File: src/rtl/alu_sequencer.sv
// Sequences one request at a time through an external ALU: registers operands,
// waits the op's latency, captures and qualifies the result, and holds it for handshake.
module alu_sequencer #(
  parameter int unsigned MUL_CYCLES = 2,
  parameter int unsigned DIV_CYCLES = 4
) (
  input  logic        clk,
  input  logic        rst,
  input  logic        req_valid,
  output logic        req_ready,
  input  logic [3:0]  req_op,
  input  logic [15:0] req_a,
  input  logic [15:0] req_b,
  input  logic [3:0]  req_dst,
  output logic [3:0]  alu_op,
  output logic [15:0] alu_data1,
  output logic [15:0] alu_data2,
  input  logic [15:0] alu_upper,
  input  logic [15:0] alu_lower,
  input  logic        alu_overflow,
  output logic        res_valid,
  input  logic        res_ready,
  output logic [15:0] res_lower,
  output logic [15:0] res_upper,
  output logic        res_upper_vld,
  output logic [3:0]  res_dst,
  output logic [1:0]  res_err,
  output logic        busy
);

  typedef enum logic [1:0] {
    IDLE = 2'b00,
    EXEC = 2'b01,
    DONE = 2'b10
  } state_t;

  localparam logic [3:0] OP_ADD  = 4'b0000;
  localparam logic [3:0] OP_SUB  = 4'b0001;
  localparam logic [3:0] OP_MUL  = 4'b0100;
  localparam logic [3:0] OP_DIV  = 4'b0101;
  localparam logic [3:0] OP_MOVE = 4'b0111;
  localparam logic [3:0] OP_SWAP = 4'b1000;
  localparam logic [3:0] OP_AND  = 4'b1001;
  localparam logic [3:0] OP_OR   = 4'b1011;

  localparam logic [3:0] MUL_LOAD = 4'(MUL_CYCLES - 1);
  localparam logic [3:0] DIV_LOAD = 4'(DIV_CYCLES - 1);

  state_t      state;
  logic [3:0]  cnt;
  logic [3:0]  dst_q;

  logic        req_legal;
  logic        req_div0;
  logic [3:0]  req_load;
  logic        cap_ovf;
  logic        cap_uvld;

  always_comb begin
    req_legal = 1'b0;
    req_load  = 4'd0;
    case (req_op)
      OP_ADD, OP_SUB, OP_MOVE, OP_SWAP, OP_AND, OP_OR: req_legal = 1'b1;
      OP_MUL: begin
        req_legal = 1'b1;
        req_load  = MUL_LOAD;
      end
      OP_DIV: begin
        req_legal = 1'b1;
        req_load  = DIV_LOAD;
      end
      default: req_legal = 1'b0;
    endcase
    req_div0 = (req_op == OP_DIV) && (req_b == 16'd0);
  end

  // Result qualification looks at the registered op, since capture happens in EXEC.
  always_comb begin
    cap_ovf  = alu_overflow && ((alu_op == OP_ADD) || (alu_op == OP_SUB) || (alu_op == OP_MUL));
    cap_uvld = (alu_op == OP_DIV) || (alu_op == OP_SWAP);
  end

  always_ff @(posedge clk or posedge rst) begin
    if (rst) begin
      state         <= IDLE;
      cnt           <= '0;
      dst_q         <= '0;
      req_ready     <= 1'b1;
      busy          <= 1'b0;
      res_valid     <= 1'b0;
      alu_op        <= '0;
      alu_data1     <= '0;
      alu_data2     <= '0;
      res_lower     <= '0;
      res_upper     <= '0;
      res_upper_vld <= 1'b0;
      res_dst       <= '0;
      res_err       <= '0;
    end else begin
      case (state)
        IDLE: begin
          if (req_valid) begin
            alu_op    <= req_op;
            alu_data1 <= req_a;
            alu_data2 <= req_b;
            dst_q     <= req_dst;
            req_ready <= 1'b0;
            busy      <= 1'b1;
            if (!req_legal || req_div0) begin
              state         <= DONE;
              res_valid     <= 1'b1;
              res_lower     <= '0;
              res_upper     <= '0;
              res_upper_vld <= 1'b0;
              res_dst       <= req_dst;
              res_err       <= req_legal ? 2'b10 : 2'b11;
            end else begin
              state <= EXEC;
              cnt   <= req_load;
            end
          end
        end
        EXEC: begin
          if (cnt == 4'd0) begin
            state         <= DONE;
            res_valid     <= 1'b1;
            res_lower     <= cap_ovf ? '0 : alu_lower;
            res_upper     <= cap_uvld ? alu_upper : '0;
            res_upper_vld <= cap_uvld;
            res_dst       <= dst_q;
            res_err       <= cap_ovf ? 2'b01 : 2'b00;
          end else begin
            cnt <= cnt - 4'd1;
          end
        end
        DONE: begin
          if (res_ready) begin
            state     <= IDLE;
            res_valid <= 1'b0;
            req_ready <= 1'b1;
            busy      <= 1'b0;
          end
        end
        default: begin
          state     <= IDLE;
          res_valid <= 1'b0;
          req_ready <= 1'b1;
          busy      <= 1'b0;
        end
      endcase
    end
  end

endmodule

File: config.mk
export PLATFORM = sky130hd
export DESIGN_NAME = alu_sequencer
export DESIGN_NICKNAME = d
export VERILOG_FILES = /design/src/rtl/alu_sequencer.sv
export SDC_FILE = /design/constraint.sdc
export NUM_CORES = 1
export LEC_CHECK = 0
export ABC_AREA = 0
export BUFFER_PORTS_ARGS = -buffer_cell sky130_fd_sc_hd__buf_2
export CAP_MARGIN = 0
export CELL_PAD_IN_SITES_DETAIL_PLACEMENT = 1
export CELL_PAD_IN_SITES_GLOBAL_PLACEMENT = 2
export CORE_MARGIN = 2
export CORE_UTILIZATION = 32
export CTS_CLUSTER_SIZE = 28
export DETAILED_ROUTE_END_ITERATION = 10
export MAX_ROUTING_LAYER = met4
export PLACE_DENSITY_LB_ADDON = 0.1
export SETUP_SLACK_MARGIN = 0.3
export SLEW_MARGIN = 40
export SYNTH_ARGS = -nofsm -noshare
export SYNTH_HDL_FRONTEND = slang
export SYNTH_SLANG_ARGS = --single-unit
File: constraint.sdc
create_clock -name clk -period 6.6 [get_ports clk]
set_input_delay 0.33 -clock clk [delete_from_list [all_inputs] [get_ports clk]]
set_output_delay 0.33 -clock clk [all_outputs]
set_load 0.03 [all_outputs]
==> flow_metrics.tcl <==
set metrics [dict create \
    status "finished clean" \
    async_flop_share 1.000 \
    endpoint_kind "register" \
    synth.distinct_cells 39 \
    tns_ns 0 \
    rsz0062_at_grt "false" \
    clkPwrFrac 0.163 \
    die_w_um 109.6 \
    min_from "alu_upper[13]" \
    cp-startpoint "cnt[0]$_DFFE_PP0P_" \
    min_path_cells 2 \
    grt_pass1_vias 2968 \
    root_buffer "clkbuf_8" \
    avgRoutedWirePerCell_um 16.50 \
    htree_levels 3 \
    r2r_slack_ns 4.36 \
    intPower_w 0.001408 \
    ioPinCount 155 \
    critical_path_class "register to register" \
    fin_area_sq_um 4732 \
    place_congestion 0.7699 \
    p_seq_frac 0.365 \
    core_area_sq_um 10840 \
    final.setup_skew_ns 0.01250 \
    power_leakage_nw 2.398 \
    clk_pin_slew_worst_paths_ns 0.09 \
    synth_top_cell_area_share 0.6097 \
    via_per_inst 4.825 \
    post-route-min-period_ns 2.238 \
    yosysSeqAreaShare 0.6170 \
    start_util 0.3294 \
    arrival_ns 2.48 \
    cap_violations 0 \
    syn_area_sq_um 3571 \
    p_sw_frac 0.4280 \
    synth_edf_count 0 \
    postSynthAreaPerCell_sq_um 14.11 \
    yosys_most_used_dff "dfrtp_1" \
    num_rows 38 \
    synth_top_cell_by_area "dfrtp_1" \
    switchingPower_w 0.001054 \
    grt-ovfl-total 0 \
    hold_path.class "input port to register" \
    portBuffers 154 \
    power.density_nw_per_um2 520.3 \
    finalCritPeriodShare 0.3391 \
    required_ns 6.84 \
    setup_violations 0 \
    synth_cells 253 \
    synth_area_leaders "dfrtp_1, mux2_2, a22o_1" \
    clock_sinks 88 \
    drt_pass1_iterations 4 \
    synth_common_cells "dfrtp_1, mux2_2, a22o_1" \
    tritoncts "yes" \
    placed_cell_area_sq_um 4511 \
    tightestPinTransition_ns 0.7242 \
    grtUsageTotal 0.1669 \
    clock_latency_ns 0.35 \
    cts_buffer_depth 2 \
    crit_fanout 21 \
    fmaxAchievable_mhz 446.8 \
    slew_headroom 0.5172 \
    peakVddDrop_v 0.0001933 \
    num_vias 2673 \
    setup.worst_path.start_class "register" \
    r2r-end "res_dst[2]$_DFFE_PP0P_" \
    dieArea_sq_um 12020 \
    hpwl_um 6788 \
    die_h_um 109.6 \
    syn2layout_area_growth_pct 32.52 \
    drt_wl_total_um 9142 \
    drtIter0Drc 55 \
    syn-num-nets 332 \
    ys_seq_elements 88 \
    grt_max_degree 58 \
    min_to "res_upper[13]$_DFFE_PP0P_" \
    regToRegStartpoint "cnt[0]$_DFFE_PP0P_" \
    p_comb_frac 0.473 \
    yosys_warnings 0 \
    antenna_found_initial 0 \
    ant_nets 0 \
    yosysMostFrequentCell "dfrtp_1" \
    slew_violations 0 \
    finalNetCount 488 \
    layout-drive-gt1-share 0.5424 \
    hold_violations 0 \
    numCtsBuffers 9 \
    grt_pass1_wl_um 14870 \
    r2r_cells 8 \
    drc 0 \
]
area by class of cell:
cell class,count,area (sq um)
well taps,140,175.2
inverters,5,20.02
multi-input cells,147,1291
diodes,1,2.502
clock inverters,5,81.33
fillers,1213,6108
repair buffers,158,830.8
clock buffers,10,127.6
flip-flops and latches,88,2203
how the worst max path moves through the flow:
stage / slack (ns) / end / cells after the start
floorplan: 3.99 / alu_data1[0]$_DFFE_PP0P_ / 1
global placement: 4.23 / res_dst[2]$_DFFE_PP0P_ / 6
detailed placement: 4.26 / res_dst[2]$_DFFE_PP0P_ / 8
CTS: 4.36 / res_dst[2]$_DFFE_PP0P_ / 8
global route: 4.20 / res_dst[2]$_DFFE_PP0P_ / 8
finish: 4.36 / res_dst[2]$_DFFE_PP0P_ / 8
cells in the final DEF (no fill, tap or decap), drive strengths merged, types with 2 or more instances in the layout:
cell,instances
buf,157
dfrtp,87
mux2,49
a22o,32
nor2,13
clkbuf,10
nand2,9
a21oi,8
o21ai,6
nor4,5
inv,5
nor3,3
nand3,2
a31oi,2
clkinv,2
ha,2
bufinv,2
worst max-delay path, stage by stage, from the launching register on:
cell	delay (ns)
dfrtp_1	0.40
inv_1	0.16
ha_1	0.17
nand4bb_1	0.23
a21oi_1	0.31
o21ai_4	0.18
buf_16	0.20
buf_8	0.16
mux2_4	0.29
metal layers:
metal  wire (um)  GRT usage  share of wire  up-vias
met5           0          -              0        -
met4          87    0.04792         0.0095        0
met3         520    0.04979          0.057        8
met2        4816     0.2848           0.53       70
met1        3718     0.1903           0.41     1356
li1            -          -              -     1239
flip-flops by register name, summed over array words and instances, names as in the netlist:
signal,flops
alu_data1,16
busy,1
res_upper,16
alu_op,4
res_upper_vld,1
res_err,2
alu_data2,16
res_lower,16
res_valid,1
req_ready,1
dst_q,4
cnt,4
res_dst,4
state,2
power by group through the flow:
| stage | combinational, W | sequential, W | clock (W) |
|---|---|---|---|
| after floorplan | 0.000453 | 0.00127 | 0 |
| after global placement | 0.00114 | 0.000901 | 0 |
| after detailed placement | 0.00118 | 0.000909 | 0 |
| after CTS | 0.00118 | 0.000903 | 0.000418 |
| after global routing | 0.00125 | 0.000936 | 0.000438 |
| final | 0.00116 | 0.000897 | 0.000401 |
through the flow:
| step | std cells | total power (W) | utilization | setup slack (ns) | hold WS, ns |
|---|---|---|---|---|---|
| after floorplan | 253 | 0.001723 | - | 3.993 | 0.4541 |
| after global placement | 535 | 0.002044 | 0.4118 | 4.230 | 0.3944 |
| after detailed placement | 537 | 0.002090 | 0.4161 | 4.263 | 0.3958 |
| after CTS | 553 | 0.002507 | 0.4363 | 4.363 | 0.1695 |
| after global routing | 553 | 0.002628 | 0.4363 | 4.201 | 0.1702 |
| final | 554 | 0.002462 | 0.4365 | 4.362 | 0.1918 |
repair_timing:
| action | in CTS | in global routing |
|---|---|---|
| setup buffers | 0 | 0 |
| resized for setup | 0 | 0 |
| hold endpoints to repair | 2 | 0 |
| hold buffers | 1 | 0 |
| setup endpoints to repair | 0 | 0 |
logic make-up after synthesis:
kind of cell	after synthesis	synth area share
muxes	50	0.1626
AOI/OAI and AO/OA	56	0.1272
and+or+nand+nor	39	0.06132
DFF	88	0.6170
adders and majority gates	2	0.007007
buffers and inverters	18	0.02488
Note: power is estimated with default switching activity, not from simulation.
